**config.mk**
```make
export PLATFORM = sky130hd
export DESIGN_NAME = config_tx_sched_flat
export DESIGN_NICKNAME = d
export VERILOG_FILES = /design/src/rtl/config_tx_sched_if.sv /design/src/rtl/config_tx_sched.sv /design/src/flat_wrapper.sv
export SDC_FILE = /design/constraint.sdc
export NUM_CORES = 1
export LEC_CHECK = 0
export CAP_MARGIN = 20
export CORE_ASPECT_RATIO = 1.5
export CORE_MARGIN = 3
export CORE_UTILIZATION = 55
export CTS_CLUSTER_SIZE = 24
export DETAILED_ROUTE_END_ITERATION = 6
export HOLD_SLACK_MARGIN = 0.12
export PLACE_DENSITY = 0.79
export SYNTH_ARGS = -nofsm -noshare
export SYNTH_HDL_FRONTEND = slang
export SYNTH_SLANG_ARGS = --single-unit
export TNS_END_PERCENT = 30
```
**constraint.sdc**
```tcl
create_clock -name CLOCK -period 2.1 [get_ports CLOCK]
set_clock_uncertainty 0.05 [all_clocks]
set_input_delay 0.315 -clock CLOCK [delete_from_list [all_inputs] [get_ports CLOCK]]
set_output_delay 0.315 -clock CLOCK [all_outputs]
set_load 0.005 [all_outputs]
```
**src/rtl/config_tx_sched_if.sv**
```systemverilog
// Host request, register-bank write port and serializer handshake of config_tx_sched.
// The master side is the host/serializer environment, the slave side is the sequencer.
interface config_tx_sched_if;
    logic        HOST_REQ;
    logic [2:0]  HOST_ADDR;
    logic [7:0]  HOST_DATA;
    logic        HOST_ACK;
    logic        REFRESH_EN;
    logic        ERR_CLR;
    logic        WE_A;
    logic [2:0]  ADD_A;
    logic [7:0]  DAT_A;
    logic        TX_START;
    logic        TX_END;
    logic        BUSY;
    logic        ERR;
    logic [15:0] TX_COUNT;

    modport master (
        output HOST_REQ, HOST_ADDR, HOST_DATA, REFRESH_EN, ERR_CLR, TX_END,
        input  HOST_ACK, WE_A, ADD_A, DAT_A, TX_START, BUSY, ERR, TX_COUNT
    );

    modport slave (
        input  HOST_REQ, HOST_ADDR, HOST_DATA, REFRESH_EN, ERR_CLR, TX_END,
        output HOST_ACK, WE_A, ADD_A, DAT_A, TX_START, BUSY, ERR, TX_COUNT
    );
endinterface

```
**src/rtl/config_tx_sched.sv**
```systemverilog
// Configuration-path sequencer: arbitrates host register writes against a periodic
// refresh, drives the serializer START level and supervises completion with timeout/retry.
module config_tx_sched #(
    parameter int REFRESH_CYCLES = 4800000,
    parameter int TIMEOUT_CYCLES = 480000,
    parameter int GAP_CYCLES     = 48,
    parameter int MAX_RETRY      = 2
) (
    input  logic             CLOCK,
    input  logic             RESET,
    config_tx_sched_if.slave bus
);
    localparam int RFW = $clog2(REFRESH_CYCLES);
    localparam int TOW = $clog2(TIMEOUT_CYCLES);
    localparam int GPW = $clog2(GAP_CYCLES);
    localparam int RTW = $clog2(MAX_RETRY + 32'sd2);

    localparam logic [RFW-1:0] REFRESH_LAST = RFW'(REFRESH_CYCLES - 32'sd1);
    localparam logic [RFW-1:0] REFRESH_PRE  = RFW'(REFRESH_CYCLES - 32'sd2);
    // WAIT_END ends once the counter would reach TIMEOUT_CYCLES-1, so START
    // (ARM + WAIT_END) is high for exactly TIMEOUT_CYCLES cycles.
    localparam logic [TOW-1:0] TIMEOUT_LAST = TOW'(TIMEOUT_CYCLES - 32'sd2);
    localparam logic [GPW-1:0] GAP_LAST     = GPW'(GAP_CYCLES - 32'sd1);
    localparam logic [RTW-1:0] RETRY_MAX    = RTW'(MAX_RETRY);

    typedef enum logic [2:0] {
        S_IDLE     = 3'd0,
        S_WRITE    = 3'd1,
        S_ARM      = 3'd2,
        S_WAIT_END = 3'd3,
        S_GAP      = 3'd4
    } state_e;

    state_e          state_q, state_d;
    logic            end_q, end_d;
    logic            end_prev_q, end_prev_d;
    logic            end_edge_s;
    logic [RFW-1:0]  refresh_tmr_q, refresh_tmr_d;
    logic            refresh_due_q, refresh_due_d;
    logic [TOW-1:0]  tmo_q, tmo_d;
    logic [GPW-1:0]  gap_q, gap_d;
    logic [RTW-1:0]  retry_q, retry_d;
    logic            retry_pend_q, retry_pend_d;
    logic            err_q, err_d;
    logic [15:0]     tx_count_q, tx_count_d;
    logic            we_a_q, we_a_d;
    logic            host_ack_q, host_ack_d;
    logic            tx_start_q, tx_start_d;
    logic            busy_q, busy_d;
    logic [2:0]      add_a_q, add_a_d;
    logic [7:0]      dat_a_q, dat_a_d;
    logic            tx_ok_s, tx_retry_s, tx_abort_s;

    assign end_edge_s = end_q & ~end_prev_q;

    // State register
    always_ff @(posedge CLOCK) begin
        if (RESET) begin
            state_q <= S_IDLE;
        end else begin
            state_q <= state_d;
        end
    end

    // Next-state logic and transmission outcome strobes
    always_comb begin
        state_d    = state_q;
        tx_ok_s    = 1'b0;
        tx_retry_s = 1'b0;
        tx_abort_s = 1'b0;
        case (state_q)
            S_IDLE: begin
                if (bus.HOST_REQ) begin
                    state_d = S_WRITE;
                end else if (refresh_due_q) begin
                    state_d = S_ARM;
                end else begin
                    state_d = S_IDLE;
                end
            end
            S_WRITE: state_d = S_ARM;
            S_ARM:   state_d = S_WAIT_END;
            S_WAIT_END: begin
                // A completion edge in the timeout cycle still counts as success.
                if (end_edge_s) begin
                    tx_ok_s = 1'b1;
                    state_d = S_GAP;
                end else if (tmo_q == TIMEOUT_LAST) begin
                    state_d = S_GAP;
                    if (retry_q < RETRY_MAX) begin
                        tx_retry_s = 1'b1;
                    end else begin
                        tx_abort_s = 1'b1;
                    end
                end else begin
                    state_d = S_WAIT_END;
                end
            end
            S_GAP: begin
                if (gap_q == GAP_LAST) begin
                    state_d = retry_pend_q ? S_ARM : S_IDLE;
                end else begin
                    state_d = S_GAP;
                end
            end
            default: state_d = S_IDLE;
        endcase
    end

    // Output decode from the next state, so every output is a flop
    always_comb begin
        we_a_d     = (state_d == S_WRITE);
        host_ack_d = (state_d == S_WRITE);
        tx_start_d = (state_d == S_ARM) || (state_d == S_WAIT_END);
        busy_d     = (state_d != S_IDLE);
        if (state_d == S_WRITE) begin
            add_a_d = bus.HOST_ADDR;
            dat_a_d = bus.HOST_DATA;
        end else begin
            add_a_d = add_a_q;
            dat_a_d = dat_a_q;
        end
    end

    // Counters, refresh timer, retry bookkeeping and sticky error
    always_comb begin
        end_d         = bus.TX_END;
        end_prev_d    = end_q;
        refresh_tmr_d = refresh_tmr_q;
        refresh_due_d = refresh_due_q;
        if (!bus.REFRESH_EN) begin
            refresh_tmr_d = {RFW{1'b0}};
            refresh_due_d = 1'b0;
        end else begin
            if (tx_ok_s) begin
                refresh_tmr_d = {RFW{1'b0}};
            end else if (refresh_tmr_q != REFRESH_LAST) begin
                refresh_tmr_d = refresh_tmr_q + RFW'(32'd1);
            end else begin
                refresh_tmr_d = refresh_tmr_q;
            end
            // Due is raised only on the step into saturation so an abort does not re-trigger it.
            if (state_q == S_ARM) begin
                refresh_due_d = 1'b0;
            end else if (!tx_ok_s && (refresh_tmr_q == REFRESH_PRE)) begin
                refresh_due_d = 1'b1;
            end else begin
                refresh_due_d = refresh_due_q;
            end
        end

        if (state_q == S_ARM) begin
            tmo_d = {TOW{1'b0}};
        end else if (state_q == S_WAIT_END) begin
            tmo_d = tmo_q + TOW'(32'd1);
        end else begin
            tmo_d = tmo_q;
        end

        if ((state_q == S_GAP) && (gap_q != GAP_LAST)) begin
            gap_d = gap_q + GPW'(32'd1);
        end else begin
            gap_d = {GPW{1'b0}};
        end

        retry_d      = retry_q;
        retry_pend_d = retry_pend_q;
        if (tx_retry_s) begin
            retry_d      = retry_q + RTW'(32'd1);
            retry_pend_d = 1'b1;
        end else if (tx_ok_s || tx_abort_s) begin
            retry_d      = {RTW{1'b0}};
            retry_pend_d = 1'b0;
        end else begin
            retry_d      = retry_q;
            retry_pend_d = retry_pend_q;
        end

        if (tx_abort_s) begin
            err_d = 1'b1;
        end else if (bus.ERR_CLR) begin
            err_d = 1'b0;
        end else begin
            err_d = err_q;
        end

        if (tx_ok_s) begin
            tx_count_d = tx_count_q + 16'd1;
        end else begin
            tx_count_d = tx_count_q;
        end
    end

    // Datapath and output registers
    always_ff @(posedge CLOCK) begin
        if (RESET) begin
            end_q         <= 1'b0;
            end_prev_q    <= 1'b0;
            refresh_tmr_q <= {RFW{1'b0}};
            refresh_due_q <= 1'b0;
            tmo_q         <= {TOW{1'b0}};
            gap_q         <= {GPW{1'b0}};
            retry_q       <= {RTW{1'b0}};
            retry_pend_q  <= 1'b0;
            err_q         <= 1'b0;
            tx_count_q    <= 16'd0;
            we_a_q        <= 1'b0;
            host_ack_q    <= 1'b0;
            tx_start_q    <= 1'b0;
            busy_q        <= 1'b0;
            add_a_q       <= 3'd0;
            dat_a_q       <= 8'd0;
        end else begin
            end_q         <= end_d;
            end_prev_q    <= end_prev_d;
            refresh_tmr_q <= refresh_tmr_d;
            refresh_due_q <= refresh_due_d;
            tmo_q         <= tmo_d;
            gap_q         <= gap_d;
            retry_q       <= retry_d;
            retry_pend_q  <= retry_pend_d;
            err_q         <= err_d;
            tx_count_q    <= tx_count_d;
            we_a_q        <= we_a_d;
            host_ack_q    <= host_ack_d;
            tx_start_q    <= tx_start_d;
            busy_q        <= busy_d;
            add_a_q       <= add_a_d;
            dat_a_q       <= dat_a_d;
        end
    end

    assign bus.WE_A     = we_a_q;
    assign bus.HOST_ACK = host_ack_q;
    assign bus.TX_START = tx_start_q;
    assign bus.BUSY     = busy_q;
    assign bus.ADD_A    = add_a_q;
    assign bus.DAT_A    = dat_a_q;
    assign bus.ERR      = err_q;
    assign bus.TX_COUNT = tx_count_q;
endmodule

```
**src/flat_wrapper.sv**
```systemverilog
// flat-port wrapper written by rule: the top's interface ports become plain ports
module config_tx_sched_flat 
#(
    parameter int REFRESH_CYCLES = 4800000,
    parameter int TIMEOUT_CYCLES = 480000,
    parameter int GAP_CYCLES     = 48,
    parameter int MAX_RETRY      = 2
)
  (CLOCK, RESET, bus_HOST_REQ, bus_HOST_ADDR, bus_HOST_DATA, bus_REFRESH_EN, bus_ERR_CLR, bus_TX_END, bus_HOST_ACK, bus_WE_A, bus_ADD_A, bus_DAT_A, bus_TX_START, bus_BUSY, bus_ERR, bus_TX_COUNT);
  config_tx_sched_if bus_i ();
  input  logic CLOCK;
  input  logic RESET;
  input wire logic [$bits(bus_i.HOST_REQ)-1:0] bus_HOST_REQ;
  input wire logic [$bits(bus_i.HOST_ADDR)-1:0] bus_HOST_ADDR;
  input wire logic [$bits(bus_i.HOST_DATA)-1:0] bus_HOST_DATA;
  input wire logic [$bits(bus_i.REFRESH_EN)-1:0] bus_REFRESH_EN;
  input wire logic [$bits(bus_i.ERR_CLR)-1:0] bus_ERR_CLR;
  input wire logic [$bits(bus_i.TX_END)-1:0] bus_TX_END;
  output wire logic [$bits(bus_i.HOST_ACK)-1:0] bus_HOST_ACK;
  output wire logic [$bits(bus_i.WE_A)-1:0] bus_WE_A;
  output wire logic [$bits(bus_i.ADD_A)-1:0] bus_ADD_A;
  output wire logic [$bits(bus_i.DAT_A)-1:0] bus_DAT_A;
  output wire logic [$bits(bus_i.TX_START)-1:0] bus_TX_START;
  output wire logic [$bits(bus_i.BUSY)-1:0] bus_BUSY;
  output wire logic [$bits(bus_i.ERR)-1:0] bus_ERR;
  output wire logic [$bits(bus_i.TX_COUNT)-1:0] bus_TX_COUNT;
  assign bus_i.HOST_REQ = bus_HOST_REQ;
  assign bus_i.HOST_ADDR = bus_HOST_ADDR;
  assign bus_i.HOST_DATA = bus_HOST_DATA;
  assign bus_i.REFRESH_EN = bus_REFRESH_EN;
  assign bus_i.ERR_CLR = bus_ERR_CLR;
  assign bus_i.TX_END = bus_TX_END;
  assign bus_HOST_ACK = bus_i.HOST_ACK;
  assign bus_WE_A = bus_i.WE_A;
  assign bus_ADD_A = bus_i.ADD_A;
  assign bus_DAT_A = bus_i.DAT_A;
  assign bus_TX_START = bus_i.TX_START;
  assign bus_BUSY = bus_i.BUSY;
  assign bus_ERR = bus_i.ERR;
  assign bus_TX_COUNT = bus_i.TX_COUNT;
  config_tx_sched #(.REFRESH_CYCLES(REFRESH_CYCLES), .TIMEOUT_CYCLES(TIMEOUT_CYCLES), .GAP_CYCLES(GAP_CYCLES), .MAX_RETRY(MAX_RETRY)) u_core (.CLOCK(CLOCK), .RESET(RESET), .bus(bus_i));
endmodule
```
==> results.yml <==
clock_network:
  path_clk_slew_ps: 80
  cts_buffers: 9
  cts-hold-fix-buffers: 0
  cts_tree: "done"
  cts.sinks: 88
  root_buffer: "clkbuf_8"
  cts_resized: 0
  clkLatencyLatePin_ps: 360
  clockBufferDepth: 2
  h-tree-depth: 3
  cts_setup_buffers: 0
floorplan:
  die_area_um2: 8110
  die_w_um: 74.5
  chipHeight_um: 109
  core_area_um2: 6670
  placementRows: 36
  initial_utilization_pct: 58.1
  ioPinCount: 49
yosys:
  synth-compound-area-share_pct: 7.56
  synthFlopType: "dfxtp_1"
  syn_area_per_cell_um2: 8.67
  ys_seq_elements: 88
  synthSimpleGateAreaFrac_pct: 30.9
  synthAdderAreaFrac_pct: 1.94
  seq_area_frac_synth_pct: 45.5
  synth_area_um2: 3870
  synth_edf_count: 0
  synth_top_area_cell: "dfxtp_1"
  synth_xor_area_share_pct: 10.9
  synth_most_common_cell: "dfxtp_1"
  syn_nets: 470
  synth_top_family_by_area: "simple AND/OR/NAND/NOR gates"
  synthTopCellsByArea: "dfxtp_1, xor2_1, nor2_1"
  yosysUniqueCellTypes: 52
  synth_cells: 447
  synth-async-reset-ratio_pct: 0
  synth.area.mux_share_pct: 0
  netlist_top_cells_count: "dfxtp_1, nor2_1, nand2_1, xor2_1, a21oi_1"
  synth_top_area_share_pct: 45.5
  ys_warn_count: 0
sta:
  timing.final.crit_share_pct: 91.3
  fin_crit_ps: 1920
  setup_tns_ps: 0
  hold_violations: 0
  hold_ws_ps: 408
  fmax_ghz: 0.521
  final_max_slew_viol_count: 0
  worstMarginPinSlew_ps: 484
  setup_viol: 0
  grt_setup_unrepaired: "no"
  slew_headroom_pct: 67.5
layout:
  drive_gt1_share_pct: 6.99
  diodes: 0
  fin_nets: 519
  ff_latch_area_um2: 1760
  area_delta_synth_final_pct: 19.7
  multi_input_area_um2: 1990
  fillers: 528
global_routing:
  grt_pass1_vias: 3169
  grt_usage_pct: 20.9
  grt_max_degree: 43
  overflow: 0
  antenna_found_initial: 0
  grt_pass1_wl_mm: 13.4
pwr:
  ir_worst_vdd_uv: 442
  power.total_mw: 3.21
  p_per_area_nw_per_um2: 691
  p_leak_nw: 1.66
drt:
  drtIter0Drc: 156
  dr_wl_met3_um: 173
  maxUsedRoutingLayer: "met4"
  dr.pass1.iters: 4
  wl_per_cell_um: 14.0
  postRouteAntennaNets: 0
  routed-wl-met2_mm: 4.46
  drt-met1-wl_mm: 3.24
  vias: 3204
  totalWireLength_mm: 8.07
  via_per_inst: 5.55
  drc: 0
placed_design:
  place.gp.congestion: 0.827
  dp_hpwl_mm: 5.90
  port_buffers: 48
run:
  drv_cap: 0
hold_path:
  hold_class: "reg -> reg"
  min_path_cells: 1
worst_setup_path:
  path_max_fanout: 8
  start_kind: "flip-flop"
  crit_start: "u_core.refresh_tmr_q[0]"
  r2r_slack_ps: 180
  end_kind: "flip-flop"
  worstPathRequired_ps: 2330
  crit_end: "u_core.refresh_tmr_q[9]"
  worst_r2r_endpoint: "u_core.refresh_tmr_q[9]"
  crit_arrival_ps: 2150
  reg2regPathDepth: 7
  reg2reg_from: "u_core.refresh_tmr_q[0]"
  crit_type: "reg -> reg"
status:
  status: "complete, no violations"
worst min-delay path by stage:
stage                          from               to  slack (ps)
floorplan           u_core.gap_q[0]  u_core.gap_q[0]         370
global placement    u_core.gap_q[0]  u_core.gap_q[0]         380
detailed placement  u_core.gap_q[0]  u_core.gap_q[0]         390
CTS                 u_core.gap_q[0]  u_core.gap_q[0]         410
global route        u_core.gap_q[0]  u_core.gap_q[0]         430
finish              u_core.gap_q[0]  u_core.gap_q[0]         410
area by class of cell:
type,instances,area share [%]
multi-input combinational,330,42.8
sequential,88,38.0
timing repair buffer,56,11.7
clock buffer,11,2.83
tap,76,2.05
clock inverter,5,1.75
inverter,11,0.890
logic make-up (layout without fill, tap and decap cells):
kind of cell	after synthesis	count (layout)
buffers and inverters	29	83
AOI/OAI and AO/OA	53	53
and+or+nand+nor	223	223
DFF	88	88
xor gates and xnor gates	48	48
adders and majority gates	6	6
worst max-delay path: stages (launching register included):
cell      delay (ps)
dfxtp_1          430
ha_1             290
nor4bb_1         320
nand4_1          150
nand2_1          200
buf_4            190
o21ai_0           90
a21oi_1          140
registers in the layout (all words and copies together), names as in the netlist:
register and flops:
u_core.end_prev_q 1, u_core.refresh_tmr_q 23, u_core.end_prev_d 1, u_core.bus.DAT_A 8
u_core.bus.WE_A 1, u_core.bus.ERR 1, u_core.bus.BUSY 1, u_core.bus.TX_START 1
u_core.state_q 3, u_core.retry_q 2, u_core.retry_pend_q 1, u_core.gap_q 6
u_core.refresh_due_q 1, u_core.bus.TX_COUNT 16, u_core.bus.ADD_A 3, u_core.tmo_q 19
layer usage:
metal | vias up | GRT usage [%]
met5 | - | 0
met4 | 0 | 11.2
met3 | 18 | 2.49
met2 | 51 | 38.4
met1 | 1516 | 22.4
li1 | 1619 | -
per-stage QoR:
| stage | util (%) | instances | setup WS [ps] | area, um^2 |
|---|---|---|---|---|
| finish | 69.6 | 577 | 182 | 4640 |
| global route | 69.6 | 577 | 40.9 | 4640 |
| CTS | 69.6 | 577 | 237 | 4640 |
| detailed placement | 66.4 | 561 | 243 | 4430 |
| global placement | 66.4 | 561 | 292 | 4430 |
| floorplan | - | 447 | 369 | 3870 |
report_power, final:
group,internal (mW),switching (mW),total [mW]
clock,0.671,0.582,1.25
sequential,1.70,0.0299,1.73
combinational,0.110,0.110,0.220
placed cells by master (no fill, tap or decap), types with 2 or more instances in the layout:
cell,count
bufinv_16,2
or4_1,2
nand2b_1,8
ha_1,6
nand2_1,46
or3_1,6
clkbuf_1,2
inv_1,11
nor3_2,2
and2_1,7
nor4b_2,2
clkdlybuf4s50_1,48
nand4_2,2
dfxtp_1,88
nand4_1,13
o22ai_1,2
and3_1,11
and4_1,5
clkbuf_8,9
nand3_1,19
nor4_1,2
nand4b_1,2
buf_4,8
xnor2_1,18
xor2_1,30
nor3_1,9
nor2b_1,5
or2_2,2
nor3b_1,2
a31oi_1,2
a211oi_1,2
o21ai_0,14
nor2_1,66
a21oi_1,27
(Power assumes the default switching activity.)
